**src/rtl/async_fifo_read_streamer_pkg.sv**
```systemverilog
// Shared types and constants for the dual-clock FIFO read-side streamer.
package async_fifo_rd_pkg;

    typedef enum logic [1:0] {
        IDLE,
        STREAM,
        FLUSH
    } rd_state_t;

    localparam int BUF_DEPTH         = 2;
    localparam int FLUSH_QUAL_CYCLES = 2;

endpackage

```
**src/rtl/async_fifo_read_streamer_skid_buffer.sv**
```systemverilog
// Two-entry registered skid buffer; push appears on m_data one cycle later.
// Holds m_data stable under backpressure; push is ignored when full, clear wins over everything.
module stream_skid_buffer
    import async_fifo_rd_pkg::*;
#(
    parameter int DATA_WIDTH = 32
) (
    input  logic                              clk,
    input  logic                              reset_n,
    input  logic                              push,
    input  logic [DATA_WIDTH-1:0]             data_in,
    input  logic                              clear,
    output logic                              m_valid,
    input  logic                              m_ready,
    output logic [DATA_WIDTH-1:0]             m_data,
    output logic [$clog2(BUF_DEPTH+1)-1:0]    occ
);

    localparam int OCC_W = $clog2(BUF_DEPTH + 1);

    logic [DATA_WIDTH-1:0] head_q;
    logic [DATA_WIDTH-1:0] tail_q;
    logic [OCC_W-1:0]      occ_q;
    logic                  push_ok;
    logic                  take;

    assign push_ok = push && (occ_q < OCC_W'(BUF_DEPTH));
    assign take    = m_valid && m_ready;

    always_ff @(posedge clk or negedge reset_n) begin
        if (!reset_n) begin
            head_q <= '0;
            tail_q <= '0;
            occ_q  <= '0;
        end else if (clear) begin
            occ_q <= '0;
        end else begin
            case ({push_ok, take})
                2'b10: begin
                    if (occ_q == '0) begin
                        head_q <= data_in;
                    end else begin
                        tail_q <= data_in;
                    end
                    occ_q <= occ_q + 1'b1;
                end
                2'b01: begin
                    head_q <= tail_q;
                    occ_q  <= occ_q - 1'b1;
                end
                // push_ok excludes a full buffer, so simultaneous push/take only happens at occ=1
                2'b11:   head_q <= data_in;
                default: ;
            endcase
        end
    end

    assign m_valid = (occ_q != '0);
    assign m_data  = head_q;
    assign occ     = occ_q;

endmodule

```
**src/rtl/async_fifo_read_streamer.sv**
```systemverilog
// Read-domain FIFO consumer with framing, flush and beat counting; FIFO pop to m_data latency 1 cycle.
// Pops only while the skid buffer has room, so m_ready backpressure never loses or duplicates words.
module async_fifo_read_streamer
    import async_fifo_rd_pkg::*;
#(
    parameter int DATA_WIDTH  = 32,
    parameter int FRAME_LEN   = 8,
    parameter int COUNT_WIDTH = 16
) (
    input  logic                   clk,
    input  logic                   reset_n,
    input  logic                   enable,
    input  logic                   flush,
    input  logic [DATA_WIDTH-1:0]  fifo_data,
    input  logic                   fifo_empty,
    input  logic                   fifo_almost_empty,
    output logic                   fifo_rd_en,
    output logic [DATA_WIDTH-1:0]  m_data,
    output logic                   m_valid,
    input  logic                   m_ready,
    output logic                   m_last,
    output logic                   busy,
    output logic                   flush_done,
    output logic [COUNT_WIDTH-1:0] words_out
);

    localparam int BEAT_W = $clog2(FRAME_LEN);
    localparam int OCC_W  = $clog2(BUF_DEPTH + 1);
    localparam int QUAL_W = $clog2(FLUSH_QUAL_CYCLES + 1);

    rd_state_t         state;
    rd_state_t         state_nxt;
    logic [BEAT_W-1:0] beat_cnt;
    logic [QUAL_W-1:0] qual_cnt;
    logic [OCC_W-1:0]  occ;
    logic              pop;
    logic              pop_ok;
    logic              empty_both;
    logic              handshake;
    logic              flush_hit;
    logic              buf_push;
    logic              buf_clear;

    assign pop_ok     = !fifo_empty && !fifo_almost_empty;
    assign empty_both = fifo_empty && fifo_almost_empty;
    assign handshake  = m_valid && m_ready;

    always_comb begin
        state_nxt = state;
        pop       = 1'b0;
        flush_hit = 1'b0;
        case (state)
            IDLE: begin
                if (enable) state_nxt = STREAM;
            end
            STREAM: begin
                if (!enable) begin
                    state_nxt = IDLE;
                end else begin
                    pop = pop_ok && (occ < OCC_W'(BUF_DEPTH));
                end
            end
            FLUSH: begin
                pop = pop_ok;
                if (empty_both && (qual_cnt == QUAL_W'(FLUSH_QUAL_CYCLES - 1))) begin
                    flush_hit = 1'b1;
                    state_nxt = enable ? STREAM : IDLE;
                end
            end
            default: state_nxt = IDLE;
        endcase
        // A new flush request overrides everything; outside FLUSH the word would only be discarded anyway
        if (flush) begin
            state_nxt = FLUSH;
            flush_hit = 1'b0;
            if (state != FLUSH) pop = 1'b0;
        end
    end

    assign fifo_rd_en = pop;
    assign buf_push   = pop && (state == STREAM);
    assign buf_clear  = flush || (state == FLUSH);

    always_ff @(posedge clk or negedge reset_n) begin
        if (!reset_n) begin
            state      <= IDLE;
            beat_cnt   <= '0;
            qual_cnt   <= '0;
            words_out  <= '0;
            flush_done <= 1'b0;
        end else begin
            state      <= state_nxt;
            flush_done <= flush_hit;

            if (handshake) words_out <= words_out + 1'b1;

            if (flush) begin
                beat_cnt <= '0;
            end else if (handshake) begin
                if (beat_cnt == BEAT_W'(FRAME_LEN - 1)) beat_cnt <= '0;
                else                                    beat_cnt <= beat_cnt + 1'b1;
            end

            // Empty must hold across consecutive cycles to ride out write-pointer synchronizer lag
            if ((state != FLUSH) || flush || !empty_both) begin
                qual_cnt <= '0;
            end else if (qual_cnt != QUAL_W'(FLUSH_QUAL_CYCLES - 1)) begin
                qual_cnt <= qual_cnt + 1'b1;
            end
        end
    end

    stream_skid_buffer #(
        .DATA_WIDTH (DATA_WIDTH)
    ) u_skid (
        .clk     (clk),
        .reset_n (reset_n),
        .push    (buf_push),
        .data_in (fifo_data),
        .clear   (buf_clear),
        .m_valid (m_valid),
        .m_ready (m_ready),
        .m_data  (m_data),
        .occ     (occ)
    );

    assign m_last = m_valid && (beat_cnt == BEAT_W'(FRAME_LEN - 1));
    assign busy   = (state == FLUSH) || (occ != '0);

endmodule

```
**config.mk**
```make
export PLATFORM = sky130hd
export DESIGN_NAME = async_fifo_read_streamer
export DESIGN_NICKNAME = d
export VERILOG_FILES = /design/src/rtl/async_fifo_read_streamer_pkg.sv /design/src/rtl/async_fifo_read_streamer_skid_buffer.sv /design/src/rtl/async_fifo_read_streamer.sv
export SDC_FILE = /design/constraint.sdc
export NUM_CORES = 1
export LEC_CHECK = 0
export ABC_AREA = 1
export CAP_MARGIN = 20
export CORE_MARGIN = 2
export CORE_UTILIZATION = 40
export DETAILED_ROUTE_END_ITERATION = 16
export DONT_BUFFER_PORTS = 1
export SLEW_MARGIN = 20
export SYNTH_ARGS = -nofsm -noshare
export SYNTH_HDL_FRONTEND = slang
export SYNTH_SLANG_ARGS = --single-unit
```
**constraint.sdc**
```tcl
create_clock -name clk -period 2.5 [get_ports clk]
set_input_delay 0.75 -clock clk [delete_from_list [all_inputs] [get_ports clk]]
set_output_delay 0.75 -clock clk [all_outputs]
set_load 0.02 [all_outputs]
```
==> run summary, run 1 <==
Status = finished, final reports clean
CTS tree = built
Final Net Count = 587
Min-delay worst type = input port to async pin
Slew @ Worst Pin = 0.485 ns
DP Wirelength = 6550 um
FFs w/ async S/R, synth = 1.00
Pwr per Cell Area = 731 nW/um^2
Layout Skew = 0.00795 ns
Sequential-to-total area share from yosys stat = 0.495
# IOs = 92
Unrepaired setup endpoints after global routing = false
CP cell instances = inv_1 > ha_1 > nand2_1 > clkinv_2 > nand2_4 > a21oi_4
Mapped Avg Cell Area = 8.42 sq um
Core ar. = 11,000 sq um
Largest net degree at the start of global routing = 91
H-tree depth = 3
Highest clock rate = 0.434 GHz
CTS buffer count = 9
Max Cap Viol = 0
Critical Path End = fifo_rd_en
Post-route setup TNS = 0 ns
R2R Path End = u_skid.m_data[14]
Post-synthesis cell count = 540
Critical Path Slowest Stage Cell = dfrtp_1
Setup repair bufs after CTS = 0
Ys Warns = 0
Post-synth EDFFs = 0
DR top layer = met4
Worst EP arrival = 1.56 ns
Starting Density = 0.414
P&R area growth vs syn = 10.1%
Worst reg2reg startpoint = state[1]
Yosys reg bits = 90
Fillers = 1,087
CP max stage delay = 0.39 ns
Std cell rows = 38
DR iter-0 viols = 141
Crit-path max FO = 4
Crit path from = state[1]
Category of the most critical setup path = flip-flop to output pin
R2r setup slk = 0.42 ns
Syn_nets = 586
Met2 WL post-DR = 4420 um
Port buffer count = 0
Post-Route WL = 9510 um
Max_slew headroom = 0.677
Final ANT Viol Nets = 0
Commonest non-fill, non-tap cell in the layout = nand2_1
Via count = 3,352
Worst-path clk slew = 0.06 ns
Netlist cell types = 29
Post-DR wirelength/cell = 13.9 um
Remaining routing DRC violations = 0
Crit path time final = 2.31 ns
Clk_lat worst skew = 0.34 ns
Final Hold Fails = 0
GRT Resource Usage Total = 0.166
Worst Setup End Kind = output pin
CTS sink count = 90
Area of the die = 12,200 sq um
Static Leak = 0.00274 uW
Vias in the first global route = 3,360
Final setup viols = 0
Commonest register cell after synthesis = dfrtp_1
Max-slew violations = 0
Final period utilization = 0.923
Most frequent cells in the layout = 227 x nand2_1, 90 x dfrtp_1, 55 x inv_1, 42 x nand3_1, 32 x o21ai_2
CP startpoint kind = flip-flop
PostCTS Resize Cnt = 0
Share of layout cells above drive strength 1 = 0.148
Met3 wire len = 901 um
VDD IR max = 637 uV
Initial antenna violation count = 0
Worst R2R Path Depth = 11
Die height = 111 um
Die width = 111 um
Deepest clock path buffer count = 2
Layout Utilization = 0.456
Met1 wire length = 4050 um
DR pass1 iterations = 4
Synthesized area = 4550 sq um
Wire length of the first global-routing pass = 16,600 um
GP Congestion = 0.773
Vias per cell = 4.89
Global route overflow = 0
WP data required = 1.75 ns
CTS Root Cell = clkbuf_16
Cts hold-fix bufs = 0
ANT cells = 0
stage by stage:
step	cells	power (uW)	setup slack (ns)	hold WS (ns)	instance area, sq um
floorplan	540	1960	0.570	0.448	4550
global route	686	3840	0.106	0.0769	5010
finish	686	3660	0.193	0.106	5010
CTS	686	3710	0.169	0.0883	5010
global placement	670	2010	0.424	0.457	4630
detailed placement	670	2020	0.377	0.456	4630
sequential cells by signal, indices dropped and copies added (netlist names):
signal and flops:
u_skid.m_data 32, u_skid.tail_q 32, words_out 16, beat_cnt 3, qual_cnt 2, state 2, u_skid.occ 2, flush_done 1
area by class of cell:
type	count	area [sq um]	share of cell area
clock buffer	10	239	0.0477
clock inverter	6	138	0.0275
inverter	59	225	0.0450
multi-input combinational	369	1890	0.377
sequential	90	2250	0.450
tap	140	175	0.0350
timing repair buffer	12	90.1	0.0180
power breakdown:
part           switching, uW  leakage (uW)  internal [uW]  total (uW)
logic                    213       0.00131            104         317
clock network            566      0.000183           1110        1670
registers                136       0.00124           1530        1670
critical path: cells and delay by family (launching register included):
kind                       cells  cell delay, ns
adders and majority gates      1            0.27
DFF                            1            0.39
buffers and inverters          2            0.16
and+or+nand+nor                2            0.16
AOI/OAI and AO/OA              1            0.24
per-layer routing:
metal  track usage  vias up
li1              -     1679
met1         0.196     1572
met2         0.273       89
met3        0.0719       12
met4        0.0550        0
met5             0        -
logic make-up (layout without fill, tap and decap cells):
kind of cell,after synthesis,after routing,share of synthesized area
and+or+nand+nor,303,303,0.286
buffers and inverters,81,87,0.0897
adders and majority gates,7,7,0.0193
xor gates and xnor gates,15,15,0.0289
AOI/OAI and AO/OA,44,44,0.0809
DFF,90,90,0.495
synthesized netlist by cell type (7+ instances only):
library cell	instances	area [sq um]
buf_2	8	40.0
buf_6	12	135
dfrtp_1	90	2250
ha_1	7	87.6
inv_1	55	206
nand2_1	227	852
nand3_1	42	210
nand4_1	7	43.8
nor2_1	10	37.5
o21ai_2	32	280
xnor2_1	7	61.3
xor2_1	8	70.1
worst min-delay path by stage:
stage                         to  slack [ns]  depth (start not counted)
3_3_place_gp    u_skid.m_data[5]        0.46                          0
6_report        u_skid.m_data[7]        0.11                          0
3_5_place_dp    u_skid.m_data[5]        0.46                          0
2_1_floorplan        beat_cnt[0]        0.45                          0
4_1_cts        u_skid.m_data[15]        0.09                          0
5_1_grt        u_skid.m_data[16]        0.08                          0
No activity file was read; power rests on OpenSTA's default activity.
==> inputs of run 2 (changes only) <==
--- a/config.mk
+++ b/config.mk
@@ -11,6 +11,7 @@
 export CORE_UTILIZATION = 40
 export DETAILED_ROUTE_END_ITERATION = 16
 export DONT_BUFFER_PORTS = 1
+export GPL_ROUTABILITY_DRIVEN = 0
 export SLEW_MARGIN = 20
 export SYNTH_ARGS = -nofsm -noshare
 export SYNTH_HDL_FRONTEND = slang
==> results of run 2 <==
The final DEF is identical to that of run 1; final timing and power are the same.
